--- src/rtl/decode_issue_ctrl.sv ---
// -----------------------------------------------------------------------------
// decode_issue_ctrl
//   Issue controller sitting between decode and execute. A scoreboard tracks
//   in-flight register writes; decoded instructions stall on RAW/WAW hazards,
//   control-flow ops hold issue until resolved, and serialising ops wait for
//   the pipeline to drain. One registered output slot feeds execute.
//
// Ports
//   clk, rst            clock (rising edge), asynchronous active-high reset
//   t_*                 decode-side payload, register usage, class flags,
//                       valid/ready handshake (t_ready is combinational)
//   i_data/i_valid      registered payload to execute, i_ready from execute
//   wb_valid/wb_rd      writeback retiring a register write
//   br_valid/br_taken   control-flow resolution pulse
//   flush               one-cycle pulse after a taken resolution
//   busy_bits           scoreboard, bit n = write to xn pending
// -----------------------------------------------------------------------------
module decode_issue_ctrl #(
    parameter int DATA_W = 108,
    parameter int NREGS  = 32      // register index is 5 bits, so this stays 32
) (
    input  logic              clk,
    input  logic              rst,
    input  logic [DATA_W-1:0] t_data,
    input  logic [4:0]        t_rs1,
    input  logic [4:0]        t_rs2,
    input  logic [4:0]        t_rd,
    input  logic              t_uses_rs1,
    input  logic              t_uses_rs2,
    input  logic              t_wr_rd,
    input  logic              t_is_ctrl,
    input  logic              t_is_serial,
    input  logic              t_valid,
    output logic              t_ready,
    output logic [DATA_W-1:0] i_data,
    output logic              i_valid,
    input  logic              i_ready,
    input  logic              wb_valid,
    input  logic [4:0]        wb_rd,
    input  logic              br_valid,
    input  logic              br_taken,
    output logic              flush,
    output logic [NREGS-1:0]  busy_bits
);

    typedef enum logic [1:0] {
        ST_RUN     = 2'd0,
        ST_WAIT_BR = 2'd1,
        ST_DRAIN   = 2'd2
    } state_t;

    state_t             r_state;
    state_t             w_state_nxt;
    logic [NREGS-1:0]   r_sb;
    logic [NREGS-1:0]   w_sb_clr;
    logic [NREGS-1:0]   w_sb_byp;
    logic [NREGS-1:0]   w_sb_set;
    logic [NREGS-1:0]   w_sb_nxt;
    logic               r_valid;
    logic [DATA_W-1:0]  r_data;
    logic               r_flush;
    logic               w_flush_nxt;
    logic               w_slot_free;
    logic               w_hazard;
    logic               w_serial_block;
    logic               w_ready;
    logic               w_issue;

    // One-hot register mask; x0 is never tracked so its bit is forced low.
    function automatic logic [NREGS-1:0] f_onehot(input logic [4:0] idx);
        logic [NREGS-1:0] v;
        v      = {NREGS{1'b0}};
        v[idx] = 1'b1;
        v[0]   = 1'b0;
        return v;
    endfunction

    // Scoreboard bypass, hazard detection and issue decision.
    always_comb begin
        w_sb_clr = wb_valid ? f_onehot(wb_rd) : {NREGS{1'b0}};
        // Retiring writes are visible to this cycle's hazard check so a
        // dependent instruction issues in the same cycle its source retires.
        w_sb_byp = r_sb & ~w_sb_clr;
        w_hazard = (t_uses_rs1 && w_sb_byp[t_rs1]) ||
                   (t_uses_rs2 && w_sb_byp[t_rs2]) ||
                   (t_wr_rd    && w_sb_byp[t_rd]);
        w_slot_free    = !r_valid || i_ready;
        // Serialising ops need an empty slot and no pending writes at all.
        w_serial_block = t_is_serial && ((w_sb_byp != {NREGS{1'b0}}) || r_valid);
        w_ready  = (r_state == ST_RUN) && w_slot_free && !w_hazard &&
                   !w_serial_block && !rst;
        w_issue  = t_valid && w_ready;
        w_sb_set = (w_issue && t_wr_rd) ? f_onehot(t_rd) : {NREGS{1'b0}};
        // OR after the clear: a same-cycle set of the same register wins.
        w_sb_nxt = w_sb_byp | w_sb_set;
    end

    // Next-state and flush decision.
    always_comb begin
        w_state_nxt = r_state;
        w_flush_nxt = 1'b0;
        case (r_state)
            ST_RUN: begin
                if (w_issue && t_is_ctrl) begin
                    w_state_nxt = ST_WAIT_BR;
                end else if (w_issue && t_is_serial) begin
                    w_state_nxt = ST_DRAIN;
                end else begin
                    w_state_nxt = ST_RUN;
                end
            end
            ST_WAIT_BR: begin
                if (br_valid) begin
                    w_state_nxt = ST_RUN;
                    w_flush_nxt = br_taken;
                end else begin
                    w_state_nxt = ST_WAIT_BR;
                end
            end
            ST_DRAIN: begin
                if (!r_valid && (r_sb == {NREGS{1'b0}})) begin
                    w_state_nxt = ST_RUN;
                end else begin
                    w_state_nxt = ST_DRAIN;
                end
            end
            default: begin
                w_state_nxt = ST_RUN;
            end
        endcase
    end

    // State register.
    always_ff @(posedge clk or posedge rst) begin
        if (rst) begin
            r_state <= ST_RUN;
        end else begin
            r_state <= w_state_nxt;
        end
    end

    // Scoreboard and flush pulse.
    always_ff @(posedge clk or posedge rst) begin
        if (rst) begin
            r_sb    <= {NREGS{1'b0}};
            r_flush <= 1'b0;
        end else begin
            r_sb    <= w_sb_nxt;
            r_flush <= w_flush_nxt;
        end
    end

    // Output slot: load on issue, empty when execute takes it; data holds.
    always_ff @(posedge clk or posedge rst) begin
        if (rst) begin
            r_valid <= 1'b0;
            r_data  <= {DATA_W{1'b0}};
        end else if (w_issue) begin
            r_valid <= 1'b1;
            r_data  <= t_data;
        end else if (i_ready) begin
            r_valid <= 1'b0;
        end else begin
            r_valid <= r_valid;
        end
    end

    assign t_ready   = w_ready;
    assign i_data    = r_data;
    assign i_valid   = r_valid;
    assign flush     = r_flush;
    assign busy_bits = r_sb;

endmodule

--- config.mk ---
export PLATFORM = sky130hd
export DESIGN_NAME = decode_issue_ctrl
export DESIGN_NICKNAME = d
export VERILOG_FILES = /design/src/rtl/decode_issue_ctrl.sv
export SDC_FILE = /design/constraint.sdc
export NUM_CORES = 1
export LEC_CHECK = 0
export ABC_AREA = 0
export CELL_PAD_IN_SITES_DETAIL_PLACEMENT = 1
export CELL_PAD_IN_SITES_GLOBAL_PLACEMENT = 2
export CORE_UTILIZATION = 25
export DETAILED_ROUTE_END_ITERATION = 7
export GPL_ROUTABILITY_DRIVEN = 0
export PLACE_DENSITY_LB_ADDON = 0.15
export RECOVER_POWER = 50
export SLEW_MARGIN = 10
export SYNTH_ARGS = -nofsm -noshare
export SYNTH_HDL_FRONTEND = slang
export SYNTH_SLANG_ARGS = --single-unit
export TNS_END_PERCENT = 30
--- constraint.sdc ---
create_clock -name clk -period 4.6 [get_ports clk]
set_clock_uncertainty 0.1 [all_clocks]
set_input_delay 0.69 -clock clk [delete_from_list [all_inputs] [get_ports clk]]
set_output_delay 0.69 -clock clk [all_outputs]
set_load 0.005 [all_outputs]
==> results.json, run 1 <==
{
  "async_flop_share_pct": 100,
  "clk_latency_ns": 0.43,
  "antenna_found_initial": 4,
  "hold_path_class": "reg2reg",
  "slew_viol_final": 144,
  "slew-limit-headroom_pct": -38.0,
  "min_period_ns": 4.55,
  "wl_per_cell_um": 23.2,
  "root_buffer": "clkbuf_16",
  "cts.clk_slew.worst_paths_ns": 0.07,
  "crit_fanout": 10,
  "cap_violations": 1,
  "peakVddDrop_mv": 0.202,
  "core_area_sq_um": 28800,
  "synthesis.area_sq_um": 7320,
  "crit_chain": "clkdlybuf4s50_1, buf_4, nand4bb_1, buf_4, o21ai_0, mux2_2, nor3b_1, o311a_1, a211oi_2, buf_4, and2_1, clkdlybuf4s50_1",
  "grt_pass1_wl_um": 46100,
  "cts_tree": "yes",
  "crit_start": "wb_rd[4]",
  "path_class": "in2out",
  "fmax_ghz": 0.220,
  "via_per_inst": 5.02,
  "cp.arrival_ns": 3.76,
  "ant_nets": 0,
  "run_status": "complete, but fails checks",
  "yosys_register_bits": 143,
  "cp-end-kind": "output port",
  "hold_violations": 0,
  "fin_util_pct": 40.5,
  "port-buffer-count": 281,
  "routed_wl_um": 30300,
  "grt_max_degree": 144,
  "place_inst": 1273,
  "ys_seq_area_share_pct": 48.9,
  "clockBufferDepth": 2,
  "syn_inst": 587,
  "yosysWarnings": 0,
  "violations": "capacitance limit, slew limit",
  "holdWs_ns": 0.395,
  "min_from": "r_state[0]",
  "crit_required_ns": 3.81,
  "critPathMaxStageDelay_ns": 0.50,
  "chipWidth_um": 173,
  "startpoint_type": "input port",
  "ioPinCount": 283,
  "remaining_drc_errors": 0,
  "cp_common_cell": "buf_4",
  "ys.flop_type": "dfrtp_1",
  "critical_path_buf_inv_count": 5,
  "initial_utilization_pct": 25.4,
  "dieArea_sq_um": 30000,
  "avgSynthCellArea_sq_um": 12.5,
  "num_rows": 62,
  "antenna_cells": 0,
  "tightest_slew_ns": 2.07,
  "synth-edff-count": 0,
  "grt_overflow": 0,
  "die_h_um": 173,
  "worstReg2RegStart": "busy_bits[8]",
  "vias": 6567,
  "yosysTopAreaCell": "dfrtp_1",
  "finalNetCount": 1052,
  "clock_sink_count": 143,
  "critical_path.slowest_cell": "clkdlybuf4s50_1",
  "drive_gt1_share_pct": 26.3,
  "yosys.cell_types.count": 66,
  "stdcell_count": 1308,
  "grt_pass1_vias": 7102,
  "synth_area_leaders": "dfrtp_1 (49%), mux2_4 (12%), mux2_2 (9.1%)",
  "cts_buffers": 17,
  "cts_max_level": 4,
  "track_usage_pct": 20.4,
  "p_leak_uw": 0.00492,
  "syn-num-nets": 727,
  "setup_viol": 0,
  "powerDensity_nw_per_um2": 511,
  "dp_hpwl_um": 22600,
  "dr.first_iter.drc_count": 504,
  "dr.pass1.iters": 5,
  "syn_to_final_growth_pct": 59.0,
  "p_total_uw": 5950,
  "synth_top_area_share_pct": 48.9,
  "finalCritPeriodShare_pct": 98.9,
  "critical_path.top_delay_family": "buffers and inverters"
}
## layout make-up
| type | instances | area [sq um] |
|---|---|---|
| clock buffer | 17 | 425 |
| clock inverter | 14 | 153 |
| fill | 3061 | 17100 |
| inverter | 14 | 56.3 |
| multi-input combinational | 388 | 3580 |
| sequential | 143 | 3580 |
| tap | 384 | 480 |
| timing repair buffer | 348 | 3370 |
## cells in the final DEF, fill, tap and decap left out, types with 4 or more instances in the layout
cell	synthesis	routed
inv_6	0	4
a21oi_1	6	5
o2111ai_1	6	5
mux2i_1	16	16
mux4_2	5	5
o31ai_1	42	42
o21ai_1	6	16
nor2b_1	6	6
nor3_1	14	13
dlymetal6s2s_1	0	5
clkbuf_16	0	17
mux2_2	59	59
nand3_1	6	5
o21ai_0	30	17
o211ai_1	8	8
clkinvlp_4	0	6
dfrtp_1	143	143
nand3b_1	4	4
nand4_1	12	12
buf_4	1	62
nor2_1	14	14
dlygate4sd3_1	0	71
clkdlybuf4s50_1	0	205
nand2b_1	11	10
mux2_4	57	57
nand2_1	13	12
nor4_1	13	11
inv_1	13	12
## layer usage
| metal | vias to the layer above | track usage [%] | wire length, um |
|---|---|---|---|
| li1 | 2880 | - | - |
| met1 | 3366 | 25.4 | 12400 |
| met2 | 271 | 34.2 | 15000 |
| met3 | 46 | 5.47 | 2170 |
| met4 | 4 | 6.90 | 727 |
| met5 | - | 0 | 22 |
## power breakdown
group	internal (uW)	switching (uW)
registers	1780	350
logic	1580	849
clock network	764	634
## path summary, 6_finish.rpt
| kind | endpoint | slack [ns] | cells after the start |
|---|---|---|---|
| worst max-delay path | t_ready | 0.05 | 12 |
| worst min-delay path | r_state[1] | 0.40 | 1 |
| worst max register to register | i_data[11] | 1.26 | 9 |
| worst min register to register | r_state[1] | 0.40 | 1 |
| max in group asynchronous | i_data[60] | 1.66 | 3 |
| min in group asynchronous | flush | 1.37 | 3 |
## metrics by stage
step                      TNS (ns)  setup slack [ns]  area (sq um)
final                            0            0.0527         11600
after global placement      -0.142            -0.142         10900
after CTS                        0           0.00672         11500
after floorplan                  0              1.17          7330
after detailed placement    -0.238            -0.238         10900
after global routing       -0.0232           -0.0232         11600
## flip-flops by register name, summed over array words and instances (netlist names)
register	count
busy_bits	31
i_valid	1
i_data	108
flush	1
r_state	2
## cell families (layout without fill, tap and decap cells)
logic type / Yosys count / in the layout / share of synthesized area (%)
compound gates: 129 / 129 / 12.5
xor+xnor: 5 / 5 / 0.598
buf+inv: 56 / 393 / 3.93
flops: 143 / 143 / 48.9
mux: 137 / 137 / 24.5
other cells: 1 / 1 / 0.0512
simple gates: 116 / 116 / 9.62
## synthesized netlist by cell type (all sizes together), types with 12 or more instances
master,instances
dfrtp,143
mux2,116
o31ai,42
o21ai,38
buf,24
clkbuf,18
mux2i,16
nor3,15
nor2,14
inv,13
nand2,13
nor4,13
nand4,12
## what timing repair did
action / in CTS / in global routing
hold buffers: 0 / 0
pin swaps: 1 / 6
setup buffers: 1 / 3
resized for setup: 8 / 34
endpoints found under the hold margin: 0 / 0
endpoints found under the setup margin: 1 / 1
(Power assumes the default switching activity.)
==> inputs of run 2 (changes only) <==
Settings changed: CORE_MARGIN set to 4, GPL_ROUTABILITY_DRIVEN 0 to unset.
==> run 2 against run 1 <==
Effect of this change: the flow still finishes with violations (capacitance limit, slew limit); sequential share of layout area barely moved; die area is 7.0% higher; combinational power about the same; largest power group unchanged; highest routed layer unchanged.
==> results.json, run 2 (same netlist as run 1, synthesis figures left out) <==
{
  "mostFrequentLayoutCells": "clkdlybuf4s50_1 (205), dfrtp_1 (143), dlygate4sd3_1 (72)",
  "cp-end-kind": "output port",
  "grt_pass1_wl_um": 46100,
  "slew-limit-headroom_pct": -44.9,
  "wl_per_cell_um": 23.6,
  "largest_reg_flops": 108,
  "core_area_sq_um": 28800,
  "crit_required_ns": 3.81,
  "cts.clk_slew.worst_paths_ns": 0.07,
  "min_period_ns": 4.47,
  "nFillCells": 3068,
  "clk_latency_ns": 0.42,
  "via_per_inst": 4.98,
  "finalCritPeriodShare_pct": 97.2,
  "clockBufferDepth": 2,
  "clkPwrFrac_pct": 23.6,
  "antenna_found_initial": 2,
  "num_rows": 62,
  "chipWidth_um": 179,
  "fin_util_pct": 40.5,
  "grt_pass1_vias": 7191,
  "run_status": "complete, but fails checks",
  "initial_utilization_pct": 25.4,
  "ioPinCount": 283,
  "track_usage_pct": 19.2,
  "cts_max_level": 4,
  "swShare_pct": 30.9,
  "slew_viol_final": 120,
  "hold_violations": 0,
  "grt_overflow": 0,
  "drive_gt1_share_pct": 25.0,
  "cp.arrival_ns": 3.68,
  "critical_path.slowest_cell": "clkdlybuf4s50_1",
  "peakVddDrop_mv": 0.219,
  "internal_power_uw": 4140,
  "rsz0062_at_grt": "false",
  "seq_power_share_pct": 35.4,
  "path_class": "in2out",
  "critical_path_buf_inv_count": 4,
  "die_h_um": 179,
  "cts_buffers": 17,
  "finalInstanceArea_sq_um": 11600,
  "dr.first_iter.drc_count": 397,
  "tightest_slew_ns": 2.17,
  "powerDensity_nw_per_um2": 514,
  "finalNetCount": 1056,
  "dieArea_sq_um": 32100,
  "startpoint_type": "input port",
  "dp_hpwl_um": 24500,
  "violations": "capacitance limit, slew limit",
  "critPathMaxStageDelay_ns": 0.51,
  "clock_sink_count": 143,
  "port-buffer-count": 281,
  "grt_max_degree": 46,
  "cap_violations": 3,
  "setup_viol": 0,
  "routed_wl_um": 31100,
  "place_area_sq_um": 11000,
  "p_leak_uw": 0.00494,
  "root_buffer": "clkbuf_16",
  "critical_path.top_delay_family": "buffers and inverters",
  "hold_path_class": "reg2reg",
  "ant_nets": 0,
  "vias": 6547,
  "comb_power_share_pct": 41.1,
  "power_switching_uw": 1850,
  "crit_fanout": 9,
  "fmax_ghz": 0.224,
  "gp_congestion": 0.921,
  "syn_to_final_growth_pct": 59.0,
  "dr.pass1.iters": 5,
  "cts_tree": "yes",
  "remaining_drc_errors": 0,
  "final_common_cell": "clkdlybuf4s50_1",
  "crit_chain": "clkdlybuf4s50_1, or2_1, buf_4, o21ai_0, mux2_2, nor3b_1, o311a_1, a211oi_1, buf_4, and2_1, clkdlybuf4s50_1"
}
-- run 2: cell count changes in the layout (fill, tap and decap cells not counted), moves of 3 or more --
cell	before	now
dlymetal6s2s_1	5	0
o311ai_0	3	6
dlygate4sd2_1	0	4
o21ai_0	17	27
o21ai_1	16	9
clkinvlp_4	6	2
buf_12	3	8
-- run 2: power by group through the flow --
stage          clock network, uW  logic (uW)  registers, uW
6_report                    1410        2460           2120
3_3_place_gp                   0        2580           2120
4_1_cts                     1460        2620           2140
3_5_place_dp                   0        2610           2140
5_1_grt                     1520        2620           2200
2_1_floorplan                  0         955           2110
-- run 2: final cells by class --
cell class / instances / area [sq um] / area share (%)
inverter: 14 / 53.8 / 0.462
tap: 384 / 480 / 4.13
multi-input combinational: 388 / 3490 / 30.0
timing repair buffer: 352 / 3440 / 29.6
clock inverter: 15 / 169 / 1.45
sequential: 143 / 3580 / 30.7
antenna: 1 / 2.50 / 0.0215
clock buffer: 17 / 425 / 3.65
-- run 2: what timing repair did --
item                                    CTS  global route
hold buffers                              0             0
endpoints found under the setup margin    1             1
resized for setup                         7             4
setup buffers                             2             0
-- run 2: worst register-to-register path, delay by kind of cell, from the launching register on --
| family | cells | cell delay [ns] |
|---|---|---|
| simple gates | 2 | 0.20 |
| mux | 2 | 0.76 |
| flops | 1 | 0.57 |
| compound gates | 2 | 0.65 |
| buf+inv | 4 | 0.81 |
-- run 2: final timing paths --
kind	start	end	slack [ns]	cells past startpoint
max	wb_rd[0]	t_ready	0.13	11
min	r_state[0]	r_state[1]	0.38	1
max reg2reg	busy_bits[27]	i_data[33]	1.38	10
min reg2reg	r_state[0]	r_state[1]	0.38	1
max in group asynchronous	rst	i_data[33]	0.71	3
min in group asynchronous	rst	r_state[0]	0.96	2
-- run 2: stage by stage --
step	setup TNS, ns	hold WS [ns]	instances	power (uW)	setup slack [ns]
after detailed placement	-0.145	0.371	1279	4750	-0.145
after global routing	0	0.407	1313	6340	0.0118
final	0	0.378	1314	5990	0.129
after CTS	0	0.384	1313	6220	0.0972
after global placement	-0.152	0.378	1279	4690	-0.152
after floorplan	0	0.334	587	3070	1.17
-- run 2: per-layer routing --
layer / up-vias / share of wire (%) / track usage (%)
met5: - / 0.087 / 0
met4: 4 / 1.9 / 5.30
met3: 42 / 7.2 / 5.95
met2: 240 / 50 / 32.4
met1: 3370 / 40 / 23.9
li1: 2891 / - / -
==> inputs of run 3 (changes only) <==
Settings changed: GPL_TIMING_DRIVEN set to 0.
==> run 3 against run 2 <==
Effect of this change: the flow still finishes with violations (capacitance limit, slew limit); core utilization fell by 0.78 points; flip-flop and latch count stayed put; wire length about the same; design area down 1.9%; non-clock buffer count down 27; critical path depth is 1 lower; largest power group unchanged; highest routed layer unchanged.
==> results.json, run 3 (same netlist as run 1, synthesis figures left out) <==
{
  "run_status": "complete, but fails checks",
  "violations": "capacitance limit, slew limit",
  "holdWs_ns": 0.386,
  "clk_latency_ns": 0.42,
  "crit_required_ns": 3.81,
  "slew_viol_final": 35,
  "track_usage_pct": 19.1,
  "comb_power_share_pct": 40.3,
  "gp_congestion": 0.887,
  "fin_util_pct": 39.7,
  "powerDensity_nw_per_um2": 527,
  "dp_hpwl_um": 24000,
  "initial_utilization_pct": 25.4,
  "vias": 6421,
  "slew-limit-headroom_pct": -31.4,
  "finalCritPeriodShare_pct": 96.4,
  "antenna_found_initial": 3,
  "internal_power_uw": 4150,
  "clkPwrFrac_pct": 24.4,
  "clockBufferDepth": 2,
  "finalNetCount": 1029,
  "startpoint_type": "input port",
  "cp.arrival_ns": 3.65,
  "clock_sink_count": 143,
  "routed_wl_um": 31100,
  "swShare_pct": 31.0,
  "fin_setup_tns_ns": 0,
  "chipWidth_um": 179,
  "final_common_cell": "clkdlybuf4s50_1",
  "min_period_ns": 4.44,
  "die_h_um": 179,
  "cts_tree": "yes",
  "power_switching_uw": 1870,
  "layout_setup_ws_ns": 0.164,
  "hold_buffers": 0,
  "largest_reg_flops": 108,
  "cap_violations": 1,
  "core_area_sq_um": 28800,
  "ant_nets": 0,
  "cts.clk_slew.worst_paths_ns": 0.07,
  "path_class": "in2out",
  "cp-end-kind": "output port",
  "syn_to_final_growth_pct": 55.9,
  "mostFrequentLayoutCells": "clkdlybuf4s50_1 (200), dfrtp_1 (143), dlygate4sd3_1 (72)",
  "grt_max_degree": 40,
  "dieArea_sq_um": 32100,
  "grt_pass1_vias": 7279,
  "setup_viol": 0,
  "hold_path_depth": 1,
  "peakVddDrop_mv": 0.201,
  "seq_power_share_pct": 35.2,
  "dr.first_iter.drc_count": 445,
  "nFillCells": 3092,
  "tightest_slew_ns": 1.97,
  "root_buffer": "clkbuf_16",
  "hold_violations": 0,
  "remaining_drc_errors": 0,
  "ioPinCount": 283,
  "hold_path_class": "reg2reg",
  "num_rows": 62,
  "via_per_inst": 4.99,
  "fmax_ghz": 0.225,
  "dr.pass1.iters": 4,
  "drive_gt1_share_pct": 24.8,
  "wl_per_cell_um": 24.2,
  "reg2reg_depth": 11,
  "grt_overflow": 0,
  "pre_cts_slack_ns": -0.602,
  "p_leak_uw": 0.00476,
  "cts_max_level": 4,
  "grt_pass1_wl_um": 46100,
  "port-buffer-count": 273,
  "crit_fanout": 10,
  "cts_buffers": 17
}
run 3: critical path, stage by stage:
cell	delay (ns)
clkdlybuf4s50_1	0.48
nand2b_1	0.10
clkbuf_4	0.27
o21ai_2	0.18
mux4_2	0.49
a211o_1	0.35
a221oi_4	0.36
nor4b_4	0.10
and2_1	0.18
clkdlybuf4s50_1	0.45
run 3: per-layer routing:
| layer | up-vias | global-route usage [%] | part of all wire [%] |
|---|---|---|---|
| li1 | 2832 | - | - |
| met1 | 3267 | 22.9 | 39 |
| met2 | 269 | 31.8 | 50 |
| met3 | 47 | 6.75 | 8.4 |
| met4 | 6 | 6.73 | 2.5 |
| met5 | - | 0 | 0.13 |
run 3: power groups by stage:
stage               clock network (uW)  logic [uW]  registers [uW]
floorplan                            0         955            2110
global placement                     0        2510            2120
detailed placement                   0        2550            2130
CTS                               1510        2570            2140
global route                      1560        2600            2200
finish                            1470        2430            2120
run 3: path summary, 6_finish.rpt:
check	slack [ns]	to	startpoint
worst min-delay path	0.39	r_state[1]	r_state[0]
max in group asynchronous	1.00	i_data[59]	rst
min in group asynchronous	0.80	i_valid	rst
worst min register to register	0.39	r_state[1]	r_state[0]
worst max-delay path	0.16	t_ready	wb_rd[1]
worst max register to register	1.16	busy_bits[27]	busy_bits[27]
run 3: cell type report:
cell class / instances / area [sq um] / area share [%]
Clock buffer: 17 / 425 / 3.72
Tap cell: 384 / 480 / 4.21
Inverter: 14 / 53.8 / 0.471
Timing Repair Buffer: 283 / 2810 / 24.6
Clock inverter: 15 / 189 / 1.65
Multi-Input combinational cell: 388 / 3630 / 31.8
Buffer: 42 / 250 / 2.19
Sequential cell: 143 / 3580 / 31.3
Antenna cell: 1 / 2.50 / 0.0219
run 3: stage by stage:
step / instances / power [uW] / instance area, sq um
floorplan: 587 / 3070 / 7330
global placement: 1244 / 4620 / 10500
detailed placement: 1248 / 4680 / 10600
CTS: 1285 / 6230 / 11400
global route: 1286 / 6360 / 11400
finish: 1287 / 6020 / 11400
run 3: repair_timing:
action / in CTS / in global routing
pin swaps: 3 / 3
resized for setup: 43 / 22
setup buffers: 5 / 1
endpoints found under the setup margin: 138 / 1
